File: config.mk
export PLATFORM = sky130hd
export DESIGN_NAME = itof
export DESIGN_NICKNAME = d
export VERILOG_FILES = /design/src/rtl/fpu_pkg.sv /design/src/rtl/lzc32.sv /design/src/rtl/itof.sv
export SDC_FILE = /design/constraint.sdc
export NUM_CORES = 1
export LEC_CHECK = 0
export CAP_MARGIN = 0
export CORE_MARGIN = 1.5
export CORE_UTILIZATION = 25
export CTS_CLUSTER_DIAMETER = 40
export DETAILED_ROUTE_END_ITERATION = 6
export MAX_ROUTING_LAYER = met4
export SLEW_MARGIN = 20
export SYNTH_ARGS = -nofsm -noshare
export SYNTH_HDL_FRONTEND = slang
export SYNTH_SLANG_ARGS = --single-unit
File: constraint.sdc
create_clock -name clk -period 5 [get_ports clk]
set_input_delay 1.5 -clock clk [delete_from_list [all_inputs] [get_ports clk]]
set_output_delay 1.5 -clock clk [all_outputs]
set_load 0.02 [all_outputs]
File: src/rtl/fpu_pkg.sv
// Shared single-precision field definitions used across the FPU blocks.
package fpu_pkg;

  localparam int FP_W     = 32;
  localparam int SIGN_W   = 1;
  localparam int EXP_W    = 8;
  localparam int FRAC_W   = 23;
  localparam int EXP_BIAS = 127;

  // Bit positions of each field inside a packed single.
  localparam int SIGN_BIT = 31;
  localparam int EXP_MSB  = 30;
  localparam int EXP_LSB  = 23;
  localparam int FRAC_MSB = 22;
  localparam int FRAC_LSB = 0;

endpackage

File: src/rtl/lzc32.sv
// 32-bit leading-zero counter; cnt is 32 and zero is set for an all-zero input.
module lzc32 (
  input  logic [31:0] a,
  output logic [5:0]  cnt,
  output logic        zero
);

  // Ascending scan so the highest set bit is the last one to write cnt.
  always_comb begin
    cnt = 6'd32;
    for (int i = 0; i < 32; i++) begin
      if (a[i]) cnt = 6'(31 - i);
    end
  end

  assign zero = ~|a;

endmodule

File: src/rtl/itof.sv
// Two-stage int32 -> IEEE-754 single converter, round-to-nearest-even.
// S1 holds sign/magnitude/leading-zero count, S2 holds the packed result.
module itof
  import fpu_pkg::*;
(
  input  logic            clk,
  input  logic            rstn,
  input  logic [FP_W-1:0] x,
  input  logic            x_valid,
  output logic            x_ready,
  output logic [FP_W-1:0] y,
  output logic            y_valid,
  input  logic            y_ready
);

  // Handshake: a word moves on a rising edge only when its valid and ready
  // are both high; y/y_valid hold while stalled, and x_ready never looks at x_valid.
  logic              v1, v2;
  logic              s1_sign, s1_zero;
  logic [FP_W-1:0]   s1_mag;
  logic [5:0]        s1_lzc;
  logic [FP_W-1:0]   y_q;

  logic              ld1, ld2;
  logic [FP_W-1:0]   mag_d;
  logic [5:0]        lzc_d;
  logic              zero_d;

  assign x_ready = ~v1 | (~v2 | y_ready);
  assign ld1     = x_valid & x_ready;
  assign ld2     = v1 & (~v2 | y_ready);

  assign mag_d = x[SIGN_BIT] ? (~x + 32'd1) : x;

  lzc32 u_lzc (
    .a    (mag_d),
    .cnt  (lzc_d),
    .zero (zero_d)
  );

  always_ff @(posedge clk or negedge rstn) begin
    if (!rstn) begin
      v1      <= 1'b0;
      s1_sign <= 1'b0;
      s1_zero <= 1'b0;
      s1_mag  <= '0;
      s1_lzc  <= '0;
    end else begin
      v1 <= ld1 | (v1 & ~ld2);
      if (ld1) begin
        s1_sign <= x[SIGN_BIT];
        s1_zero <= zero_d;
        s1_mag  <= mag_d;
        s1_lzc  <= lzc_d;
      end
    end
  end

  // Normalise so the leading one falls off the top; what remains is frac|guard|sticky.
  logic [30:0]       norm;
  logic              guard, sticky, lsb, rnd_up, carry;
  logic [23:0]       frac_sum;
  logic [EXP_W-1:0]  exp_pre, exp_fin;
  logic [FRAC_W-1:0] frac_fin;
  logic [FP_W-1:0]   y_d;

  assign norm     = 31'(s1_mag << s1_lzc);
  assign lsb      = norm[8];
  assign guard    = norm[7];
  assign sticky   = |norm[6:0];
  assign rnd_up   = guard & (sticky | lsb);
  assign frac_sum = {1'b0, norm[30:8]} + 24'(rnd_up);
  assign carry    = frac_sum[23];
  assign exp_pre  = 8'(EXP_BIAS + 31) - {2'b00, s1_lzc};
  assign exp_fin  = exp_pre + 8'(carry);
  assign frac_fin = frac_sum[FRAC_W-1:0];

  always_comb begin
    y_d = '0;
    if (!s1_zero) begin
      y_d[SIGN_BIT]          = s1_sign;
      y_d[EXP_MSB:EXP_LSB]   = exp_fin;
      y_d[FRAC_MSB:FRAC_LSB] = frac_fin;
    end
  end

  always_ff @(posedge clk or negedge rstn) begin
    if (!rstn) begin
      v2  <= 1'b0;
      y_q <= '0;
    end else begin
      v2 <= ld2 | (v2 & ~y_ready);
      if (ld2) y_q <= y_d;
    end
  end

  assign y       = y_q;
  assign y_valid = v2;

endmodule

### Word level (Yosys, flattened, before mapping)

Cells that the tools add are included.

| cells by class | value |
|---|---|
| eq/ne operators | 0 |
| shift-type cells | 1 |
| $add $sub $neg | 4 |
| muxes and demuxes | 34 |
| bitwise logic cells | 15 |
| divide/modulo/power cells | 0 |
| multipliers | 0 |
| reduce and logical (&&, ||, !) cells | 3 |
| magnitude comparators | 0 |

Operators by type and width:

| kind | number |
|---|---|
| $mux 6 | 32 |
| $mux 32 | 2 |
| $add 32x1->32 const B | 1 |
| $not 32->32 | 1 |
| $reduce_or 32->1 | 1 |
| $shl 32x6->31 | 1 |
| $add 23x1->24 | 1 |
| $add 8x1->8 | 1 |
| $sub 8x6->8 const A | 1 |
| $reduce_or 7->1 | 1 |
| $and 1x1->1 | 5 |
| $or 1x1->1 | 5 |
| $not 1->1 | 4 |
| $logic_not 1->1 | 1 |

| word-level totals | value |
|---|---|
| memories kept | 0 |
| input bits | 36 |
| register bits | 74 |
| RAM bits | 0 |
| bits in latches | 0 |
| bits in read-only memories | 0 |

### Depth between registers and ports, before layout

| depth | value |
|---|---|
| depth in word-level cells | 35 |
| gate-level depth with buffers | 16 |

### Cells and area by module

Synthesis repeated with hierarchy kept, for this count alone.

| second synthesis, totals | value |
|---|---|
| cell total of the unflattened synthesis | 617 |
| area total of the unflattened synthesis | 6093.3 µm² |

Modules (own cells, without submodules):

| module | cells each | seq. area each (µm²) | area an instance (µm²) | times used |
|---|---|---|---|---|
| itof | 551 | 1826.8 | 5699.2 | 1 |
| lzc32 | 66 | 0.0 | 394.1 | 1 |

### Worst setup path before layout

Ideal clock, no wire load.

| timing path | value |
|---|---|
| path type | input to register |
| from | in x[16] |
| to | reg s1_lzc[5] |
| required time | 4.936 ns |
| path buffers | 2 |
| setup slack | 0.815 ns |
| arrival time | 4.121 ns |
| setup time | 0.064 ns |
| cell stages on the path | 10 |
| cells stage by stage | clkbuf_1 -> or4_4 -> or4_4 -> buf_6 -> or3_4 -> mux2i_2 -> o211ai_1 -> or3_1 -> nor3b_2 -> a21o_1 |

| between the ends | value |
|---|---|
| longest elaborated chain between the ends | 19 |

RTL lines:

| what | RTL line | RTL |
|---|---|---|
| start, declared | itof.sv:8 | `input logic [FP_W-1:0] x,` |
| $not 32->32 | itof.sv:33 | `assign mag_d = x[SIGN_BIT] ? (~x + 32'd1) : x;` |
| $add 32x1->32 | itof.sv:33 |  |
| $mux 32 (*) | itof.sv:33 |  |
| $mux 6 (15 in series) | lzc32.sv:12 | `if (a[i]) cnt = 6'(31 - i);` |
| $mux 6 (*) | lzc32.sv:12 |  |
| end signal, assigned | itof.sv:54 | `s1_lzc <= lzc_d;` |
| end, declared | itof.sv:21 | `logic [5:0] s1_lzc;` |

Every way passes the cells marked *; elsewhere a longest branch is shown, timed or not.
A chain may end at the register's enable or synchronous reset.

### Worst setup path after layout

| timing path | value |
|---|---|
| from | reg s1_lzc[2] |
| to | reg y_q[28], in the netlist y[28] |

| between the ends | value |
|---|---|
| longest elaborated chain between the ends | 7 |
| elaborated cells between the ends (all ways) | 8 |
| classes of those cells | 3 x add/sub; 1 x shift; 1 x mux; 2 x bitwise; 1 x reduce/logical |

RTL lines:

| what | RTL line | RTL |
|---|---|---|
| $shl 32x6->31 | itof.sv:67 | `assign norm = 31'(s1_mag << s1_lzc);` |
| $reduce_or 7->1 | itof.sv:70 | `assign sticky = \|norm[6:0];` |
| $or 1x1->1 | itof.sv:71 | `assign rnd_up = guard & (sticky \| lsb);` |
| $and 1x1->1 | itof.sv:71 |  |
| $add 23x1->24 | itof.sv:72 | `assign frac_sum = {1'b0, norm[30:8]} + 24'(rnd_up);` |
| $add 8x1->8 (*) | itof.sv:75 | `assign exp_fin = exp_pre + 8'(carry);` |
| $mux 32 (*) | itof.sv:80 | `if (!s1_zero) begin` |
| end signal, assigned | itof.sv:93 | `if (ld2) y_q <= y_d;` |
| end, declared | itof.sv:22 | `logic [FP_W-1:0] y_q;` |

Marked as above.

==> reports/results.ini <==
[timing]
holdWs_ps = 475
hold_viol = 0
fin_crit_ps = 4420
maxSlewHeadroom_pct = 37.4
grt_setup_unrepaired = no
setup_viol_count_final = 0
skew_ps = 8.65
timing.final.crit_share_pct = 88.3
tns_ps = 0
fmax_mhz = 226
tightest_slew_ps = 939
slew_violations = 0

[clock_tree]
numCtsBuffers = 9
clkTransAtPathRegs_ps = 60
clock_latency_ps = 350
cts.path.max_buffers = 2
ctsHoldBuffers = 0
cts_setup_buffers = 0
cts_tree = built
cts-root-buf = clkbuf_16
htree_num_levels = 3
cts_resized = 0
cts.sinks = 73

[logic_synthesis]
synthArstFlopShare_pct = 100
syn_inst = 805
ys_warn_count = 0
synth_area_per_cell_um2 = 8.44
synth_nets = 846
yosys_most_used_dff = dfrtp_1
yosysUniqueCellTypes = 84
ys_seq_elements = 73
seq_area_frac_synth_pct = 26.9
synth_enable_flop_cells = 0
synthesis.area_um2 = 6790

[power_and_ir_drop]
cellInternalPower_mw = 1.71
switching_share_pct = 38.6
p_per_area_nw_per_um2 = 339
seqPwrFrac_pct = 30.4
combPwrFrac_pct = 45.9
clock_power_share_pct = 23.7
vdd_drop_max_uv = 146
netSwitchingPower_mw = 1.07
power.leakage_nw = 3.06
p_total_mw = 2.78

[final_layout]
areaGrowthSynthToFinish_pct = 20.6
fill_cells = 2826
drive_gt1_share_pct = 14.0
n_antenna_cell = 0
fin_cells = 1203
nets = 898

[place]
place_hpwl_mm = 15.6
io_buffers = 69
dpl.cell_count = 1187
gp_congestion = 0.913

[route]
wl_mm = 20.1
via_count = 6429
drt_iter0_markers = 557
via_per_inst = 5.34
ant_nets = 0
drc = 0
wl_per_cell_um = 16.7
drt_first_pass_iters = 5

[floorplanning]
initial_core_util_pct = 25.3
die_w_um = 168
io_pins = 70
fp.dieH_um = 168
fp-row-count = 60
core_area_um2 = 26800
die-area_um2 = 28200

[critical_path]
worstPathMaxFanout = 9
end_kind = register
worstSetupStartpoint = s1_lzc[2]
critPathKind = register to register
worstPathArrival_ps = 4680
worst_ep_required_time_ps = 5260
r2r_slack_ps = 580
reg2reg_to = y[28]
reg2reg_from = s1_lzc[2]
critPathLaunchType = register
crit_path_end = y[28]
r2r.worst_path.cells = 12

[global_route]
grt_overflow = 0
grt_pass1_vias = 5924
grt_pass1_wl_mm = 32.8
antenna_found_initial = 0
grt_max_degree = 74
grt_usage_pct = 14.9

[worst_hold_path]
hold_class = register to register

[run]
max-cap-violations = 0

[outcome]
status = completed

[through the flow]
stage                     utilization [%]  worst slack [ps]  cell area [µm²]
final                                30.6               584             8190
after global routing                 30.6               278             8190
after CTS                            30.6               551             8190
after detailed placement             29.4               259             7890
after global placement               29.4               344             7890
after floorplan                         -               815             6790
[layout by cell type (no fill, tap or decap), types with 23 or more instances in the layout]
cell	count
nand2_1	116
mux4_2	25
dfrtp_1	72
clkdlybuf4s50_1	68
o21ai_0	70
buf_4	27
mux2i_1	23
xnor2_1	28
xor2_1	24
nand3_1	23
nor2_1	47
[per-layer routing]
layer  wire, µm  GRT usage, %  part of all wire (%)  vias up
li1           -             -                     -     3124
met1      10100          21.6                    50     3041
met2       8580          21.2                    43      234
met3       1160          2.59                   5.7       30
met4        336          4.35                   1.7        0
met5          0             -                     0        -
[power by group through the flow]
stage          Combinational (mW)  Clock [mW]  Sequential (mW)
3_3_place_gp                 1.26           0            0.852
4_1_cts                      1.27       0.682            0.845
2_1_floorplan               0.752           0            0.911
5_1_grt                      1.39       0.703            0.868
6_report                     1.28       0.657            0.846
3_5_place_dp                 1.27           0            0.857
[kinds of logic after synthesis]
| group | share of synthesized area (%) |
|---|---|
| compound gates | 22.3 |
| xor+xnor | 6.95 |
| fa+ha+maj | 0.921 |
| buf+inv | 4.59 |
| flops | 26.9 |
| mux | 15.9 |
| simple gates | 22.4 |
[critical path, cell delays in order (launching register included)]
cell	delay, ps
dfrtp_1	570
clkinv_1	420
mux4_2	630
or3_4	400
a311oi_4	430
nand4_2	280
nor4_2	450
nand3_1	190
ha_1	240
and3_1	210
and3_1	220
xnor2_1	130
o21ai_0	160
[layout make-up]
cell class | count | area (µm²) | area share [%]
inverters | 20 | 75.1 | 0.916
repair buffers | 96 | 903 | 11.0
multi-input cells | 657 | 4650 | 56.8
well taps | 341 | 427 | 5.21
flip-flops and latches | 73 | 1830 | 22.3
clock inverters | 6 | 67.6 | 0.825
clock buffers | 10 | 239 | 2.92
[how the worst min path moves through the flow]
stage	slack (ps)	cells after the start	to	start
final	470	2	y[28]	y[28]
after global routing	500	2	y[2]	y[2]
after CTS	480	2	y[28]	y[28]
after detailed placement	470	2	y[28]	y[28]
after global placement	460	2	y[1]	y[1]
after floorplan	450	2	s1_sign	s1_sign
[Yosys cell counts, types with 4 or more instances]
library cell / n / area [µm²]
and2_1: 7 / 43.8
mux2_2: 22 / 248
o32ai_1: 6 / 52.6
a21oi_1: 19 / 95.1
a22oi_1: 5 / 37.5
inv_1: 18 / 67.6
a31oi_1: 9 / 56.3
nand4_1: 10 / 62.6
xnor2_1: 28 / 245
o31ai_1: 16 / 120
nor4_1: 10 / 62.6
mux4_2: 25 / 563
o221ai_1: 4 / 35.0
o21ai_1: 11 / 55.1
nor2b_1: 8 / 50.1
o21ai_0: 70 / 350
dfrtp_1: 73 / 1830
nand2_1: 116 / 435
mux2i_1: 23 / 230
ha_1: 5 / 62.6
a32oi_1: 6 / 52.6
clkbuf_1: 40 / 150
or4_1: 4 / 30.0
o22ai_1: 5 / 31.3
a21o_1: 5 / 37.5
or2_2: 9 / 56.3
o211ai_1: 10 / 75.1
nor2_1: 47 / 176
nor3_1: 18 / 90.1
nor3b_1: 4 / 30.0
a21boi_0: 6 / 45.0
a32o_1: 4 / 40.0
buf_1: 7 / 26.3
xor2_1: 24 / 210
or3_1: 11 / 68.8
a211oi_1: 4 / 30.0
o41ai_1: 8 / 70.1
nand2b_1: 17 / 106
nand3_1: 23 / 115
o21a_1: 4 / 30.0
[sequential cells by signal (all words and copies together), names as in the netlist]
signal and count:
s1_mag 31, v1 1, y 32, s1_sign 1, s1_zero 1, y_valid 1
s1_lzc 6
Note: power is estimated with default switching activity, not from simulation.
